**src/rtl/wb_pkg.sv**
```systemverilog
// Shared types for the writeback buffer.
//   wb_state_t       : drain FSM states (idle, issue start pulse, wait for burst end)
//   LINE_OFFSET_BITS : byte-offset bits inside a 64-byte line; dropped from stored addresses
//   wb_entry_t       : one buffered line {valid, line address, line data}
package wb_pkg;

  localparam int LINE_OFFSET_BITS = 6;
  localparam int ADDR_W           = 64;
  localparam int LINE_W           = 512;
  localparam int LINE_ADDR_W      = ADDR_W - LINE_OFFSET_BITS;

  typedef enum logic [1:0] {
    WB_IDLE,
    WB_ISSUE,
    WB_WAIT
  } wb_state_t;

  typedef struct packed {
    logic                   valid;
    logic [LINE_ADDR_W-1:0] line_addr;
    logic [LINE_W-1:0]      data;
  } wb_entry_t;

endpackage

```
**src/rtl/wb_lookup.sv**
```systemverilog
// Refill-forwarding match for the writeback buffer.
// Compares a probe line address against every buffered entry and returns the
// data of the youngest valid match. Purely combinational.
// Ports:
//   probe_line_i : probe line address (byte offset already removed)
//   valid_i      : per-entry valid bits
//   line_i       : per-entry line addresses
//   data_i       : per-entry line data
//   head_i       : index of the oldest entry
//   hit_o        : some valid entry matches
//   data_o       : data of the youngest matching entry, 0 when no hit
module wb_lookup
  import wb_pkg::*;
#(
  parameter int DEPTH     = 4,
  parameter int PTR_WIDTH = 2
) (
  input  logic [LINE_ADDR_W-1:0] probe_line_i,
  input  logic [DEPTH-1:0]       valid_i,
  input  logic [LINE_ADDR_W-1:0] line_i [DEPTH],
  input  logic [LINE_W-1:0]      data_i [DEPTH],
  input  logic [PTR_WIDTH-1:0]   head_i,
  output logic                   hit_o,
  output logic [LINE_W-1:0]      data_o
);

  logic [PTR_WIDTH-1:0] idx;

  // Valid entries are contiguous from the head, so walking oldest to youngest
  // and letting later matches overwrite earlier ones selects the youngest.
  always_comb begin
    hit_o  = 1'b0;
    data_o = '0;
    idx    = '0;
    for (int i = 0; i < DEPTH; i++) begin
      idx = head_i + PTR_WIDTH'(i);
      if (valid_i[idx] && (line_i[idx] == probe_line_i)) begin
        hit_o  = 1'b1;
        data_o = data_i[idx];
      end
    end
  end

endmodule

```
**src/rtl/writeback_buffer.sv**
```systemverilog
// Writeback buffer: holds dirty 64-byte lines evicted by the data cache and
// drains them one at a time into store_data, so the cache never waits on bus
// arbitration or the write burst.
// Build option: define WB_FORWARD_EN to enable refill forwarding (lookup_*);
// without it lookup_hit/lookup_data are tied to 0 and no comparators exist.
// Ports:
//   clk, reset     : single clock, synchronous active-high reset
//   evict_valid/addr/data, evict_ready : push side from the cache (addr[5:0] ignored)
//   wb_enable      : one-cycle start pulse to store_data
//   wb_addr/wb_data: head line, stable from the start pulse until its pop
//   wb_ready       : store_data ready; a pop happens on its rising edge
//   lookup_addr/hit/data : refill probe against pending lines
//   empty          : no pending lines
module writeback_buffer
  import wb_pkg::*;
#(
  parameter int BUS_DATA_WIDTH = 64,
  parameter int LINE_WIDTH     = 512,
  parameter int DEPTH          = 4,
  parameter int PTR_WIDTH      = 2
) (
  input  logic                      clk,
  input  logic                      reset,
  input  logic                      evict_valid,
  input  logic [BUS_DATA_WIDTH-1:0] evict_addr,
  input  logic [LINE_WIDTH-1:0]     evict_data,
  output logic                      evict_ready,
  output logic                      wb_enable,
  output logic [BUS_DATA_WIDTH-1:0] wb_addr,
  output logic [LINE_WIDTH-1:0]     wb_data,
  input  logic                      wb_ready,
  input  logic [BUS_DATA_WIDTH-1:0] lookup_addr,
  output logic                      lookup_hit,
  output logic [LINE_WIDTH-1:0]     lookup_data,
  output logic                      empty
);

  localparam logic [PTR_WIDTH-1:0] PTR_ONE    = PTR_WIDTH'(1);
  localparam logic [PTR_WIDTH:0]   CNT_ONE    = (PTR_WIDTH+1)'(1);
  localparam logic [PTR_WIDTH:0]   FULL_COUNT = (PTR_WIDTH+1)'(DEPTH);

  wb_entry_t            entries_q [DEPTH];
  logic [PTR_WIDTH-1:0] head_q, head_d;
  logic [PTR_WIDTH-1:0] tail_q, tail_d;
  logic [PTR_WIDTH:0]   count_q, count_d;
  wb_state_t            state_q;
  logic                 wb_enable_q;
  logic                 ready_q;
  logic                 push;
  logic                 pop;
  wb_entry_t            head_entry;

  assign evict_ready = (count_q != FULL_COUNT);
  assign empty       = (count_q == '0);
  assign push        = evict_valid && evict_ready;
  // store_data keeps ready high while idle after a store, so only a
  // low-to-high transition seen during WAIT marks the end of our burst.
  assign pop         = (state_q == WB_WAIT) && !ready_q && wb_ready;

  assign head_entry = entries_q[head_q];
  assign wb_enable  = wb_enable_q;
  // Gated by valid so the unreset data storage never leaks out after reset.
  assign wb_addr    = head_entry.valid ? {head_entry.line_addr, {LINE_OFFSET_BITS{1'b0}}} : '0;
  assign wb_data    = head_entry.valid ? head_entry.data : '0;

  always_comb begin
    head_d  = head_q;
    tail_d  = tail_q;
    count_d = count_q;
    if (push) tail_d = tail_q + PTR_ONE;
    if (pop)  head_d = head_q + PTR_ONE;
    case ({push, pop})
      2'b10:   count_d = count_q + CNT_ONE;
      2'b01:   count_d = count_q - CNT_ONE;
      default: count_d = count_q;
    endcase
  end

  always_ff @(posedge clk) begin
    if (reset) begin
      head_q  <= '0;
      tail_q  <= '0;
      count_q <= '0;
    end else begin
      head_q  <= head_d;
      tail_q  <= tail_d;
      count_q <= count_d;
    end
  end

  // Only the valid bits are reset; address/data are qualified by valid.
  // The push is applied after the pop so it wins if both ever hit one slot.
  always_ff @(posedge clk) begin
    if (reset) begin
      for (int i = 0; i < DEPTH; i++) entries_q[i].valid <= 1'b0;
    end else begin
      if (pop)  entries_q[head_q].valid <= 1'b0;
      if (push) entries_q[tail_q] <= '{valid:     1'b1,
                                       line_addr: evict_addr[BUS_DATA_WIDTH-1:LINE_OFFSET_BITS],
                                       data:      evict_data};
    end
  end

  // Drain FSM: IDLE -> ISSUE (one-cycle start pulse) -> WAIT (ready rise) -> IDLE.
  always_ff @(posedge clk) begin
    if (reset) begin
      state_q     <= WB_IDLE;
      wb_enable_q <= 1'b0;
      ready_q     <= 1'b0;
    end else begin
      ready_q     <= wb_ready;
      wb_enable_q <= 1'b0;
      case (state_q)
        WB_IDLE: begin
          if (!empty) begin
            state_q     <= WB_ISSUE;
            wb_enable_q <= 1'b1;
          end
        end
        WB_ISSUE: state_q <= WB_WAIT;
        WB_WAIT: begin
          if (pop) state_q <= WB_IDLE;
        end
        default: state_q <= WB_IDLE;
      endcase
    end
  end

`ifdef WB_FORWARD_EN
  logic [DEPTH-1:0]       ent_valid;
  logic [LINE_ADDR_W-1:0] ent_line [DEPTH];
  logic [LINE_W-1:0]      ent_data [DEPTH];
  logic                   unused_offsets;

  always_comb begin
    ent_valid = '0;
    for (int i = 0; i < DEPTH; i++) begin
      ent_valid[i] = entries_q[i].valid;
      ent_line[i]  = entries_q[i].line_addr;
      ent_data[i]  = entries_q[i].data;
    end
  end

  wb_lookup #(
    .DEPTH     (DEPTH),
    .PTR_WIDTH (PTR_WIDTH)
  ) u_lookup (
    .probe_line_i (lookup_addr[BUS_DATA_WIDTH-1:LINE_OFFSET_BITS]),
    .valid_i      (ent_valid),
    .line_i       (ent_line),
    .data_i       (ent_data),
    .head_i       (head_q),
    .hit_o        (lookup_hit),
    .data_o       (lookup_data)
  );

  assign unused_offsets = ^{evict_addr[LINE_OFFSET_BITS-1:0], lookup_addr[LINE_OFFSET_BITS-1:0]};
`else
  logic unused_offsets;

  assign lookup_hit     = 1'b0;
  assign lookup_data    = '0;
  assign unused_offsets = ^{evict_addr[LINE_OFFSET_BITS-1:0], lookup_addr};
`endif

endmodule

```
**config.mk**
```make
export PLATFORM = sky130hd
export DESIGN_NAME = writeback_buffer
export DESIGN_NICKNAME = d
export VERILOG_FILES = /design/src/rtl/wb_pkg.sv /design/src/rtl/wb_lookup.sv /design/src/rtl/writeback_buffer.sv
export SDC_FILE = /design/constraint.sdc
export NUM_CORES = 2
export LEC_CHECK = 0
export BUFFER_PORTS_ARGS = -buffer_cell sky130_fd_sc_hd__buf_4
export CORE_AREA = 2 2 683 685
export CTS_CLUSTER_DIAMETER = 200
export DETAILED_ROUTE_END_ITERATION = 10
export DIE_AREA = 0 0 685 687
export PLACE_DENSITY = 0.4
export RECOVER_POWER = 100
export SLEW_MARGIN = 20
export SYNTH_ARGS = -nofsm -noshare
export SYNTH_HDL_FRONTEND = slang
export SYNTH_SLANG_ARGS = --single-unit
export TNS_END_PERCENT = 1
```
**constraint.sdc**
```tcl
create_clock -name clk -period 37.5 [get_ports clk]
set_clock_uncertainty 0.1 [all_clocks]
set_input_delay 1.875 -clock clk [delete_from_list [all_inputs] [get_ports clk]]
set_output_delay 1.875 -clock clk [all_outputs]
set_load 0.02 [all_outputs]
```
==> results.toml <==
[die]
core.rowCount = 250
pin_count = 1736
die_w_um = 685
die_area_sq_mm = 0.471
die_height_um = 687
core-area_sq_mm = 0.463
start_util_pct = 19.6

[logic_synthesis]
syn_inst = 4214
syn_area_sq_mm = 0.0907
synth_top_area_cell = "edfxtp_1"
synthTopCellsByCount = "edfxtp_1, nor2b_1, mux4_2"
synth_flop_cell = "edfxtp_1"
ys_types = 33
ys_top_cells_by_area = "edfxtp_1, mux4_2, buf_4"
ys_ff_latch = 2297
synthArstFlopShare_pct = 0
synth_edf_count = 2280
yosys_warnings = 0
ys_seq_area_share_pct = 75.9
yosys.area.top_type_share_pct = 75.5
yosysMostFrequentCell = "edfxtp_1"
synth.avg_cell_area_sq_um = 21.5

[worst_hold_path]
hold_path.class = "reg -> reg"
worst_hold_path.endpoint = "entries_q[2][570]"
min_path_cells = 1
min_from = "entries_q[2][570]"

[detailed_routing]
vias = 44250
drt_pass1_iterations = 7
drt_wl_total_um = 291000
wire_per_inst_um = 24.4
ant_nets = 0
drtIter0Drc = 2411
drcViolationCount = 0
via_per_inst = 3.71

[global_routing]
grt_pass1_wl_um = 388000
grt_pass1_vias = 45036
grt_usage_pct = 11.9
grt_start_max_net_pins = 130
overflow = 0
antenna_found_initial = 240

[run]
maxCapViolations = 55

[placement]
place.port_buffers = 1146
placed_area_sq_mm = 0.105
gp_congestion = 0.743
placed_cells = 11411
dpl.hpwl_um = 200000

[clock_network]
postCtsSetupBuffers = 0
cts_hold_buf = 0
cts.sinks = 2297
cts_root_buf = "clkbuf_16"
htreeDepth = 5
clockBufferDepth = 4
clkLatencyLatePin_ns = 0.86
path_clk_slew_ns = 0.06
numCtsBuffers = 276
post_cts_resized = 0
cts_tree = "done"

[timing]
hold_violations = 0
worst_slew_pin_slew_ns = 8.44
fmax_ghz = 0.0501
drv_slew = 3005
relSlewSlack_pct = -463
fin_setup_tns_ns = 0
fin_crit_sh_pct = 53.2
period_minus_slack_ns = 19.96
rsz0062_at_grt = "false"
setup_violations = 0

[worst_setup_path]
critPathLaunchType = "input port"
r2r_setup_slack_ns = 18.45
path_max_fanout = 90
end_kind = "register"
r2r_cells = 8
timing_worst_setup_path_type = "in -> reg"
cp.required_ns = 37.81
r2r-start = "count_q[2]"
reg2reg_to = "entries_q[1][405]"
arrival_ns = 20.27

[final_layout]
finalNetCount = 6165
fin_cells = 11940
syn2layout_area_growth_pct = 19.9
design_area_sq_mm = 0.109
drive_above_1_share_pct = 16.9
final_util_pct = 23.5

[power]
combPwrFrac_pct = 8.4
seqPwrFrac_pct = 49.0
p_int_w = 0.00452
peakVddDrop_mv = 0.0342
p_leak_nw = 32.4
clockPowerShare_pct = 42.7
finalPower_w = 0.00595
p_sw_share_pct = 24.2
switchingPower_w = 0.00144
p_per_area_mw_per_mm2 = 54.8

[run_status]
outcome = "complete, but fails checks"
failed_checks = "capacitance limit, slew limit"
## layer usage
layer,wire length [um],vias up,track usage [%],share of wire (%)
met1,97100,23056,11.9,33
met5,1150,-,0,0.39
met3,29900,795,5.50,10
met2,155000,1779,22.2,53
li1,-,18444,-,-
met4,8540,176,2.56,2.9
## placed cells by master, fill, tap and decap left out, types with 9 or more instances in the layout
cell,synthesis,routed
edfxtp_1,2280,2280
clkbuf_1,33,1246
nor2b_1,571,571
mux4_2,570,570
conb_1,1,519
clkbuf_16,0,282
clkinv_1,0,61
clkinv_2,0,44
diode_2,0,41
buf_4,529,27
dfxtp_1,17,16
bufinv_16,0,13
inv_1,9,9
## worst max path at each step
stage                     start                end  slack, ns  depth (start not counted)
finish                    reset  entries_q[1][405]      17.54                          8
global route              reset  entries_q[1][405]      15.50                          8
CTS                    register       wb_data[260]      28.46                          8
detailed placement        reset  entries_q[1][280]      29.40                          8
global placement       register       wb_data[260]      29.43                          8
floorplan           evict_valid    entries_q[0][0]      21.18                          3
## critical path, stage by stage
cell and delay (ns):
clkbuf_1 0.27, nor3_1 0.68, and2_0 2.87, clkbuf_1 2.58
clkbuf_1 2.24, clkbuf_1 4.58, clkbuf_1 2.80, clkbuf_1 1.93
## stage by stage
step / setup slack [ns] / hold slack [ns]
finish: 17.54 / 0.392
global placement: 29.43 / 0.377
CTS: 28.46 / 0.396
global route: 15.50 / 0.432
floorplan: 21.18 / 0.348
detailed placement: 29.40 / 0.384
## layout make-up
type / count / area [sq um]
diodes: 41 / 103
clock buffers: 345 / 7300
clock inverters: 143 / 1250
fillers: 48126 / 354000
inverters: 9 / 33.8
multi-input cells: 1715 / 18800
flip-flops and latches: 2297 / 68800
well taps: 6174 / 7720
repair buffers: 1216 / 4740
## flip-flops by register name, indices dropped and copies added, names as in the netlist, named ones only
name       flops
ready_q        1
entries_q   2284
state_q        2
head_q         2
count_q        3
tail_q         2
wb_enable      1
## kinds of logic after synthesis
kind of cell             Yosys count  synth area share, %
AND/OR/NAND/NOR                  599                 4.11
other                              1              0.00413
flip-flops                      2297                 75.9
adder cells (fa/ha/maj)            6               0.0910
multiplexers                     573                 14.2
AO/OA/AOI/OAI                     15                0.105
buffers and inverters            720                 5.61
XOR/XNOR                           3               0.0290
## power by group through the flow
stage	clock network, W	logic [W]	registers [W]
6_report	0.00254	0.000499	0.00291
4_1_cts	0.00263	0.000589	0.00291
5_1_grt	0.00272	0.000536	0.00292
2_1_floorplan	0	0.000342	0.00300
3_3_place_gp	0	0.000584	0.00296
3_5_place_dp	0	0.000586	0.00296
Power figures use the tool's default switching activity.
